<file path="config.mk">
export PLATFORM = sky130hd
export DESIGN_NAME = uart_fifo_periph
export DESIGN_NICKNAME = d
export VERILOG_FILES = /design/src/rtl/uart_fifo_periph.sv
export SDC_FILE = /design/constraint.sdc
export NUM_CORES = 1
export LEC_CHECK = 0
export ABC_AREA = 1
export CORE_MARGIN = 5
export CORE_UTILIZATION = 40
export DETAILED_ROUTE_END_ITERATION = 8
export GPL_TIMING_DRIVEN = 0
export SETUP_SLACK_MARGIN = 0.1
export SLEW_MARGIN = 25
export SYNTH_ARGS = -nofsm -noshare
export SYNTH_HDL_FRONTEND = slang
export SYNTH_SLANG_ARGS = --single-unit
</file>
<file path="constraint.sdc">
create_clock -name clk -period 6.2 [get_ports clk]
set_input_delay 0.93 -clock clk [delete_from_list [all_inputs] [get_ports clk]]
set_output_delay 0.93 -clock clk [all_outputs]
set_load 0.05 [all_outputs]
</file>
<file path="src/rtl/uart_fifo_periph.sv">
// Memory-mapped 8N1 UART with TX/RX FIFOs, a run-time baud divisor and a registered level interrupt.
// Both serial FSMs reload their bit timer from the divisor at every bit boundary.
module uart_fifo_periph #(
  parameter int CLK_DIV    = 434,
  parameter int TX_DEPTH   = 8,
  parameter int RX_DEPTH   = 8,
  parameter int DATA_WIDTH = 32
) (
  input  logic                  clk,
  input  logic                  rst_n,
  input  logic                  ce,
  input  logic                  rw,
  input  logic [3:0]            address,
  input  logic [DATA_WIDTH-1:0] data_in,
  output logic [DATA_WIDTH-1:0] data_out,
  output logic                  irq,
  output logic                  tx,
  input  logic                  rx
);
  localparam int TAW = $clog2(TX_DEPTH);
  localparam int RAW = $clog2(RX_DEPTH);
  localparam logic [TAW:0] TX_FULL_CNT = (TAW+1)'(TX_DEPTH);
  localparam logic [RAW:0] RX_FULL_CNT = (RAW+1)'(RX_DEPTH);

  typedef enum logic [1:0] {S_IDLE, S_START, S_DATA, S_STOP} uart_state_t;

  logic [2:0]  r_ctrl;
  logic [15:0] r_div;
  logic        r_overrun, r_frame_err, r_irq;

  logic w_wr, w_rd, w_unused;
  assign w_wr     = ce & rw;
  assign w_rd     = ce & ~rw;
  assign w_unused = ^data_in[DATA_WIDTH-1:16];

  // ---------------- TX FIFO ----------------
  logic [7:0]     r_tx_mem [TX_DEPTH];
  logic [TAW-1:0] r_tx_wp, r_tx_rp;
  logic [TAW:0]   r_tx_count;
  logic           w_tx_full, w_tx_empty, w_tx_push, w_tx_pop;

  assign w_tx_full  = (r_tx_count == TX_FULL_CNT);
  assign w_tx_empty = (r_tx_count == '0);
  // A pop in the same cycle frees a slot, so a write into a full FIFO still lands.
  assign w_tx_push  = w_wr & (address == 4'd0) & (~w_tx_full | w_tx_pop);

  always_ff @(posedge clk) begin
    if (w_tx_push) r_tx_mem[r_tx_wp] <= data_in[7:0];
  end

  always_ff @(posedge clk or negedge rst_n) begin
    if (!rst_n) begin
      r_tx_wp <= '0; r_tx_rp <= '0; r_tx_count <= '0;
    end else begin
      if (w_tx_push) r_tx_wp <= r_tx_wp + 1'b1;
      if (w_tx_pop)  r_tx_rp <= r_tx_rp + 1'b1;
      case ({w_tx_push, w_tx_pop})
        2'b10:   r_tx_count <= r_tx_count + 1'b1;
        2'b01:   r_tx_count <= r_tx_count - 1'b1;
        default: r_tx_count <= r_tx_count;
      endcase
    end
  end

  // ---------------- TX FSM ----------------
  uart_state_t r_tx_state, w_tx_next;
  logic [15:0] r_tx_tmr;
  logic [2:0]  r_tx_bit;
  logic [7:0]  r_tx_shift;
  logic        w_tx_tick;

  assign w_tx_tick = (r_tx_tmr == 16'd0);

  always_comb begin
    w_tx_next = r_tx_state;
    w_tx_pop  = 1'b0;
    case (r_tx_state)
      S_IDLE:  if (!w_tx_empty) begin w_tx_pop = 1'b1; w_tx_next = S_START; end
      S_START: if (w_tx_tick) w_tx_next = S_DATA;
      S_DATA:  if (w_tx_tick && r_tx_bit == 3'd7) w_tx_next = S_STOP;
      S_STOP:  if (w_tx_tick) begin
                 if (!w_tx_empty) begin w_tx_pop = 1'b1; w_tx_next = S_START; end
                 else w_tx_next = S_IDLE;
               end
      default: w_tx_next = S_IDLE;
    endcase
  end

  always_ff @(posedge clk or negedge rst_n) begin
    if (!rst_n) begin
      r_tx_state <= S_IDLE; r_tx_tmr <= '0; r_tx_bit <= '0; r_tx_shift <= 8'hFF;
    end else begin
      r_tx_state <= w_tx_next;
      if (w_tx_pop) begin
        r_tx_tmr   <= r_div - 16'd1;
        r_tx_shift <= r_tx_mem[r_tx_rp];
      end else if (r_tx_state != S_IDLE) begin
        if (w_tx_tick) begin
          r_tx_tmr <= r_div - 16'd1;
          if (r_tx_state == S_START) r_tx_bit <= 3'd0;
          if (r_tx_state == S_DATA) begin
            r_tx_shift <= {1'b1, r_tx_shift[7:1]};
            r_tx_bit   <= r_tx_bit + 1'b1;
          end
        end else begin
          r_tx_tmr <= r_tx_tmr - 16'd1;
        end
      end
    end
  end

  always_comb begin
    case (r_tx_state)
      S_START: tx = 1'b0;
      S_DATA:  tx = r_tx_shift[0];
      default: tx = 1'b1;
    endcase
  end

  // ---------------- RX FIFO ----------------
  logic [7:0]     r_rx_mem [RX_DEPTH];
  logic [RAW-1:0] r_rx_wp, r_rx_rp;
  logic [RAW:0]   r_rx_count;
  logic           w_rx_full, w_rx_empty, w_rx_push_req, w_rx_push, w_rx_pop, w_rx_ovr_set;
  logic [7:0]     r_rx_shift;

  assign w_rx_full    = (r_rx_count == RX_FULL_CNT);
  assign w_rx_empty   = (r_rx_count == '0);
  assign w_rx_pop     = w_rd & (address == 4'd1) & ~w_rx_empty;
  assign w_rx_push    = w_rx_push_req & (~w_rx_full | w_rx_pop);
  assign w_rx_ovr_set = w_rx_push_req & w_rx_full & ~w_rx_pop;

  always_ff @(posedge clk) begin
    if (w_rx_push) r_rx_mem[r_rx_wp] <= r_rx_shift;
  end

  always_ff @(posedge clk or negedge rst_n) begin
    if (!rst_n) begin
      r_rx_wp <= '0; r_rx_rp <= '0; r_rx_count <= '0;
    end else begin
      if (w_rx_push) r_rx_wp <= r_rx_wp + 1'b1;
      if (w_rx_pop)  r_rx_rp <= r_rx_rp + 1'b1;
      case ({w_rx_push, w_rx_pop})
        2'b10:   r_rx_count <= r_rx_count + 1'b1;
        2'b01:   r_rx_count <= r_rx_count - 1'b1;
        default: r_rx_count <= r_rx_count;
      endcase
    end
  end

  // ---------------- RX FSM ----------------
  uart_state_t r_rx_state, w_rx_next;
  logic [15:0] r_rx_tmr;
  logic [2:0]  r_rx_bit;
  logic        r_rx_s1, r_rx_s2, r_rx_hold, w_rx_tick, w_rx_ferr;

  assign w_rx_tick = (r_rx_tmr == 16'd0);

  always_comb begin
    w_rx_next     = r_rx_state;
    w_rx_push_req = 1'b0;
    w_rx_ferr     = 1'b0;
    case (r_rx_state)
      // r_rx_hold keeps a broken frame's low line from restarting reception.
      S_IDLE:  if (!r_rx_s2 && !r_rx_hold) w_rx_next = S_START;
      S_START: if (w_rx_tick) w_rx_next = r_rx_s2 ? S_IDLE : S_DATA;
      S_DATA:  if (w_rx_tick && r_rx_bit == 3'd7) w_rx_next = S_STOP;
      S_STOP:  if (w_rx_tick) begin
                 w_rx_next     = S_IDLE;
                 w_rx_push_req = r_rx_s2;
                 w_rx_ferr     = ~r_rx_s2;
               end
      default: w_rx_next = S_IDLE;
    endcase
  end

  always_ff @(posedge clk or negedge rst_n) begin
    if (!rst_n) begin
      r_rx_s1 <= 1'b1; r_rx_s2 <= 1'b1; r_rx_hold <= 1'b0;
      r_rx_state <= S_IDLE; r_rx_tmr <= '0; r_rx_bit <= '0; r_rx_shift <= '0;
    end else begin
      r_rx_s1    <= rx;
      r_rx_s2    <= r_rx_s1;
      r_rx_state <= w_rx_next;
      if (w_rx_ferr)    r_rx_hold <= 1'b1;
      else if (r_rx_s2) r_rx_hold <= 1'b0;
      if (r_rx_state == S_IDLE) begin
        r_rx_tmr <= {1'b0, r_div[15:1]} - 16'd1;
        r_rx_bit <= 3'd0;
      end else if (w_rx_tick) begin
        r_rx_tmr <= r_div - 16'd1;
        if (r_rx_state == S_DATA) begin
          r_rx_shift <= {r_rx_s2, r_rx_shift[7:1]};
          r_rx_bit   <= r_rx_bit + 1'b1;
        end
      end else begin
        r_rx_tmr <= r_rx_tmr - 16'd1;
      end
    end
  end

  // ---------------- Registers, flags, interrupt ----------------
  logic w_st_wr, w_tx_busy;
  assign w_st_wr   = w_wr & (address == 4'd2);
  assign w_tx_busy = (r_tx_state != S_IDLE);

  always_ff @(posedge clk or negedge rst_n) begin
    if (!rst_n) begin
      r_ctrl <= '0; r_div <= 16'(CLK_DIV);
      r_overrun <= 1'b0; r_frame_err <= 1'b0; r_irq <= 1'b0;
    end else begin
      if (w_wr && address == 4'd3) r_ctrl <= data_in[2:0];
      if (w_wr && address == 4'd4) r_div <= (data_in[15:0] < 16'd4) ? 16'd4 : data_in[15:0];
      if (w_rx_ovr_set)                r_overrun <= 1'b1;
      else if (w_st_wr && data_in[5])  r_overrun <= 1'b0;
      if (w_rx_ferr)                   r_frame_err <= 1'b1;
      else if (w_st_wr && data_in[6])  r_frame_err <= 1'b0;
      r_irq <= (r_ctrl[0] & w_tx_empty & ~w_tx_busy) | (r_ctrl[1] & ~w_rx_empty) |
               (r_ctrl[2] & (r_overrun | r_frame_err));
    end
  end

  assign irq = r_irq;

  always_comb begin
    data_out = '0;
    if (ce) begin
      case (address)
        4'd1:    if (!w_rx_empty) data_out[7:0] = r_rx_mem[r_rx_rp];
        4'd2:    data_out[6:0] = {r_frame_err, r_overrun, w_rx_full, ~w_rx_empty,
                                  w_tx_busy, w_tx_empty, ~w_tx_full};
        4'd3:    data_out[2:0] = r_ctrl;
        4'd4:    data_out[15:0] = r_div;
        default: data_out = '0;
      endcase
    end
  end
endmodule
</file>
==> impl_results.md <==
* Post-route cell area at between 10000 and 15000 sq um
* Full die area at about 32000 sq um
* Number of buffers inserted by port buffering at 42
* Post-layout total power at ~0.0054 W
* Capturing instance or port of the critical path: data_out[4]
* Max-slew violations at 0
* Initial antenna violation count at 1
* Residual antenna-violating net count after detailed routing at 0
* Io pins at between 70 and 80
* RePlAce Congestion at 0.882
* Clock Sink Count at 231
* Setup repair bufs after CTS at 0
* Maximum fanout encountered on the critical timing path at 7
* Category of the critical setup timing path: input pin to primary output
* # hold bufs at CTS at 0
* Slew at the pin closest to its max-slew limit at 0.955 ns
* R2R depth at 8
* Starting density of the core at 40.2%
* Clock slew seen by the registers of the worst setup and hold paths at about 0.06 ns
* Setup repair after global routing missed its margin: false
* Detailed-router iteration count before antenna repair at 5
* Die outline height at 179 um
* HPWL Detailed at slightly above 20 mm
* Hold/Removal Path Class: flip-flop to flip-flop
* Die X-Extent at 179 um
* Core Footprint at 28500 sq um
* Data required time at the worst endpoint at between 5 and 6 ns
* Pin count of the biggest net entering global routing at 53
* Post-synthesis cell count at roughly 1200
* Clock Latency Late Sink at 0.55 ns
* Register bit total from synthesis at about 230
* Number of warning messages in the yosys log at 0
* Final Hold Violating Endpoints at 0
* Area growth, synth to finish at 16.8%
* WL/cell at between 15 and 20 um
* Category of the worst setup path capture point: primary output
* Count of final setup violators at 0
* Final period util at 78.5%
* Arrival @ worst endpoint at roughly 4 ns
* Routed Wire Length at between 20 and 30 mm
* GRT Resource Usage Total at 18.3%
* Hold slack at about 0.36 ns
* Clock Path Buffers at 3
* TNS Setup at 0 ns
* Post-detailed-route DRC marker count at 0
* Fraction of final layout cells sized beyond drive strength 1 at 9.24%
* Standard cell area after detailed placement at between 10000 and 15000 sq um
* Setup slack after placement at around 1.4 ns
* Vias in the first global route at 8573
* Library cells used by synthesis at 49
* Slack of the worst reg-to-reg path at 3.34 ns
* Number of buffers inserted during clock tree synthesis at 26
* Endpoint of the lowest-slack register-to-register path: r_rx_mem[6][3]
* Post-cts repair resize count at 0
* Worst r2r src: r_rx_tmr[0]
* Mean instance size in the synthesized netlist at 9.42 sq um
* Overall overflow remaining after global route at 0
* Outcome: completed
* Number of fill cells in the layout at approximately 2700
* Violation count after the first detailed-route iteration at 675
* Vias per cell at 5.15
* Worst vdd rail ir drop at around 0.20 mV
* F_max at 206 MHz
* First-pass GRT wire length at 46.1 mm
* Leakage component of the power at 5.59 nW
* Max-cap viol count at 0
* Critical Path Source: address[3]
* NumNets Final at 1367
* Routed vias at 8781
* Post-layout worst setup margin at 1.33 ns
* TritonCTS clock tree: done
* Syn Std Cell Area at 11400 sq um
* Number of core rows at between 60 and 70
* Clock tree root driver cell: clkbuf_16
* Relative max-transition margin at between 30% and 40%
* Pwr/cell area at 406 nW/um^2
* Period minus WS final at 4.87 ns
* Crit start category: input pin
* Fraction of the yosys area taken by sequential cells at 56.3%
* Maximum level of the CTS H-tree at 1
* Largest clock skew in the final design at 0.0352 ns
[per-stage QoR]
step	instances	util [%]
finish	1706	46.9
global placement	1656	43.6
CTS	1705	46.9
global route	1705	46.9
detailed placement	1657	43.7
floorplan	1230	-
[sequential cells by signal (all words and copies together) (netlist names), 4 cells and up, named ones only]
| register | flops |
|---|---|
| r_tx_shift | 8 |
| r_div | 16 |
| r_tx_count | 4 |
| r_rx_shift | 8 |
| r_rx_mem | 64 |
| r_rx_count | 4 |
| r_rx_tmr | 16 |
| r_tx_mem | 64 |
| r_tx_tmr | 16 |
[cell usage after synthesis (all sizes together)]
cell	number	share of area, %
dfstp	15	3.4
a31oi	5	0.27
buf	25	1.5
nor3	8	0.39
a22oi	3	0.20
nand4	15	0.82
xnor3	1	0.20
inv	108	3.5
o221ai	9	0.69
a221oi	2	0.15
a32o	5	0.44
a21oi	31	1.4
clkinv	5	0.16
o21bai	1	0.066
a41oi	1	0.077
o21ai	124	5.4
ha	23	2.5
and2	1	0.055
o22ai	23	1.3
o31ai	3	0.20
nor4	8	0.57
fa	2	0.35
nand2	243	8.3
o211ai	20	1.3
or2	3	0.19
xor2	32	2.4
a211oi	4	0.26
nand3	63	2.8
nor2	177	6.0
clkbuf	21	0.69
conb	1	0.033
or3	1	0.055
dfrtp	88	19
xnor2	11	0.84
mux2	5	0.49
edfxtp	128	34
[critical path, cell delays in order]
cell	delay [ns]
clkdlybuf4s50_1	0.42
nor2_1	0.41
nand2_1	0.14
nor2_1	0.54
o211ai_1	0.29
a31oi_1	0.32
clkdlybuf4s50_1	0.88
[cell usage in the layout (no fill, tap or decap), types with 5 or more instances in the layout]
cell type	n
nor2_1	168
xnor2_1	11
edfxtp_1	128
o22ai_1	23
o221ai_1	9
a21oi_1	30
nand2_2	7
nor2_2	8
mux2_2	5
xor2_1	32
o211ai_1	20
a32o_1	5
clkdlybuf4s50_1	41
o21ai_0	123
clkinv_1	9
nor4_1	7
buf_2	6
clkbuf_16	26
buf_4	18
bufinv_16	5
nand3_1	61
conb_1	16
nand4_1	15
clkbuf_1	23
nand2_1	233
a31oi_1	5
inv_1	104
dfstp_2	15
dfrtp_1	88
ha_1	23
[cells by family after synthesis]
kind of cell	after synthesis	share of synthesized area (%)
AO/OA/AOI/OAI	231	11.7
flip-flops	231	56.3
buffers and inverters	159	5.87
multiplexers	5	0.492
XOR/XNOR	44	3.49
other	1	0.0328
AND/OR/NAND/NOR	519	19.3
adder cells (fa/ha/maj)	25	2.86
[area by class of cell]
type / count / area [sq um] / share of cell area (%)
well taps: 384 / 480 / 3.59
flip-flops and latches: 231 / 6440 / 48.2
clock buffers: 29 / 672 / 5.03
inverters: 113 / 424 / 3.17
plain buffers: 46 / 248 / 1.85
diodes: 1 / 2.50 / 0.0187
multi-input cells: 840 / 4410 / 33.0
repair buffers: 43 / 449 / 3.36
clock inverters: 19 / 243 / 1.82
[power by group]
group	internal, W	leakage (nW)	switching [W]
sequential	0.00184	2.54	0.000178
combinational	0.000591	2.60	0.00120
clock	0.000993	0.442	0.000633
total	0.00342	5.59	0.00201
[routing by layer]
metal  vias to the layer above  wire length [um]  global-route usage, %
li1                       4298                 -                      -
met1                      4172             13100                   24.9
met2                       254             13600                   30.2
met3                        57              1600                   2.47
met4                         0               950                   6.03
met5                         -                 0                      0
[how the worst min path moves through the flow]
| stage | start | end | slack [ns] | cells past startpoint |
|---|---|---|---|---|
| global placement | r_rx_s1 | r_rx_s2 | 0.35 | 0 |
| detailed placement | r_rx_s1 | r_rx_s2 | 0.35 | 0 |
| CTS | r_rx_s1 | r_rx_s2 | 0.36 | 0 |
| global route | r_rx_s1 | r_rx_s2 | 0.36 | 0 |
| finish | r_rx_s1 | r_rx_s2 | 0.36 | 0 |
| floorplan | r_rx_s1 | r_rx_s2 | 0.35 | 0 |
Power figures use the tool's default switching activity.
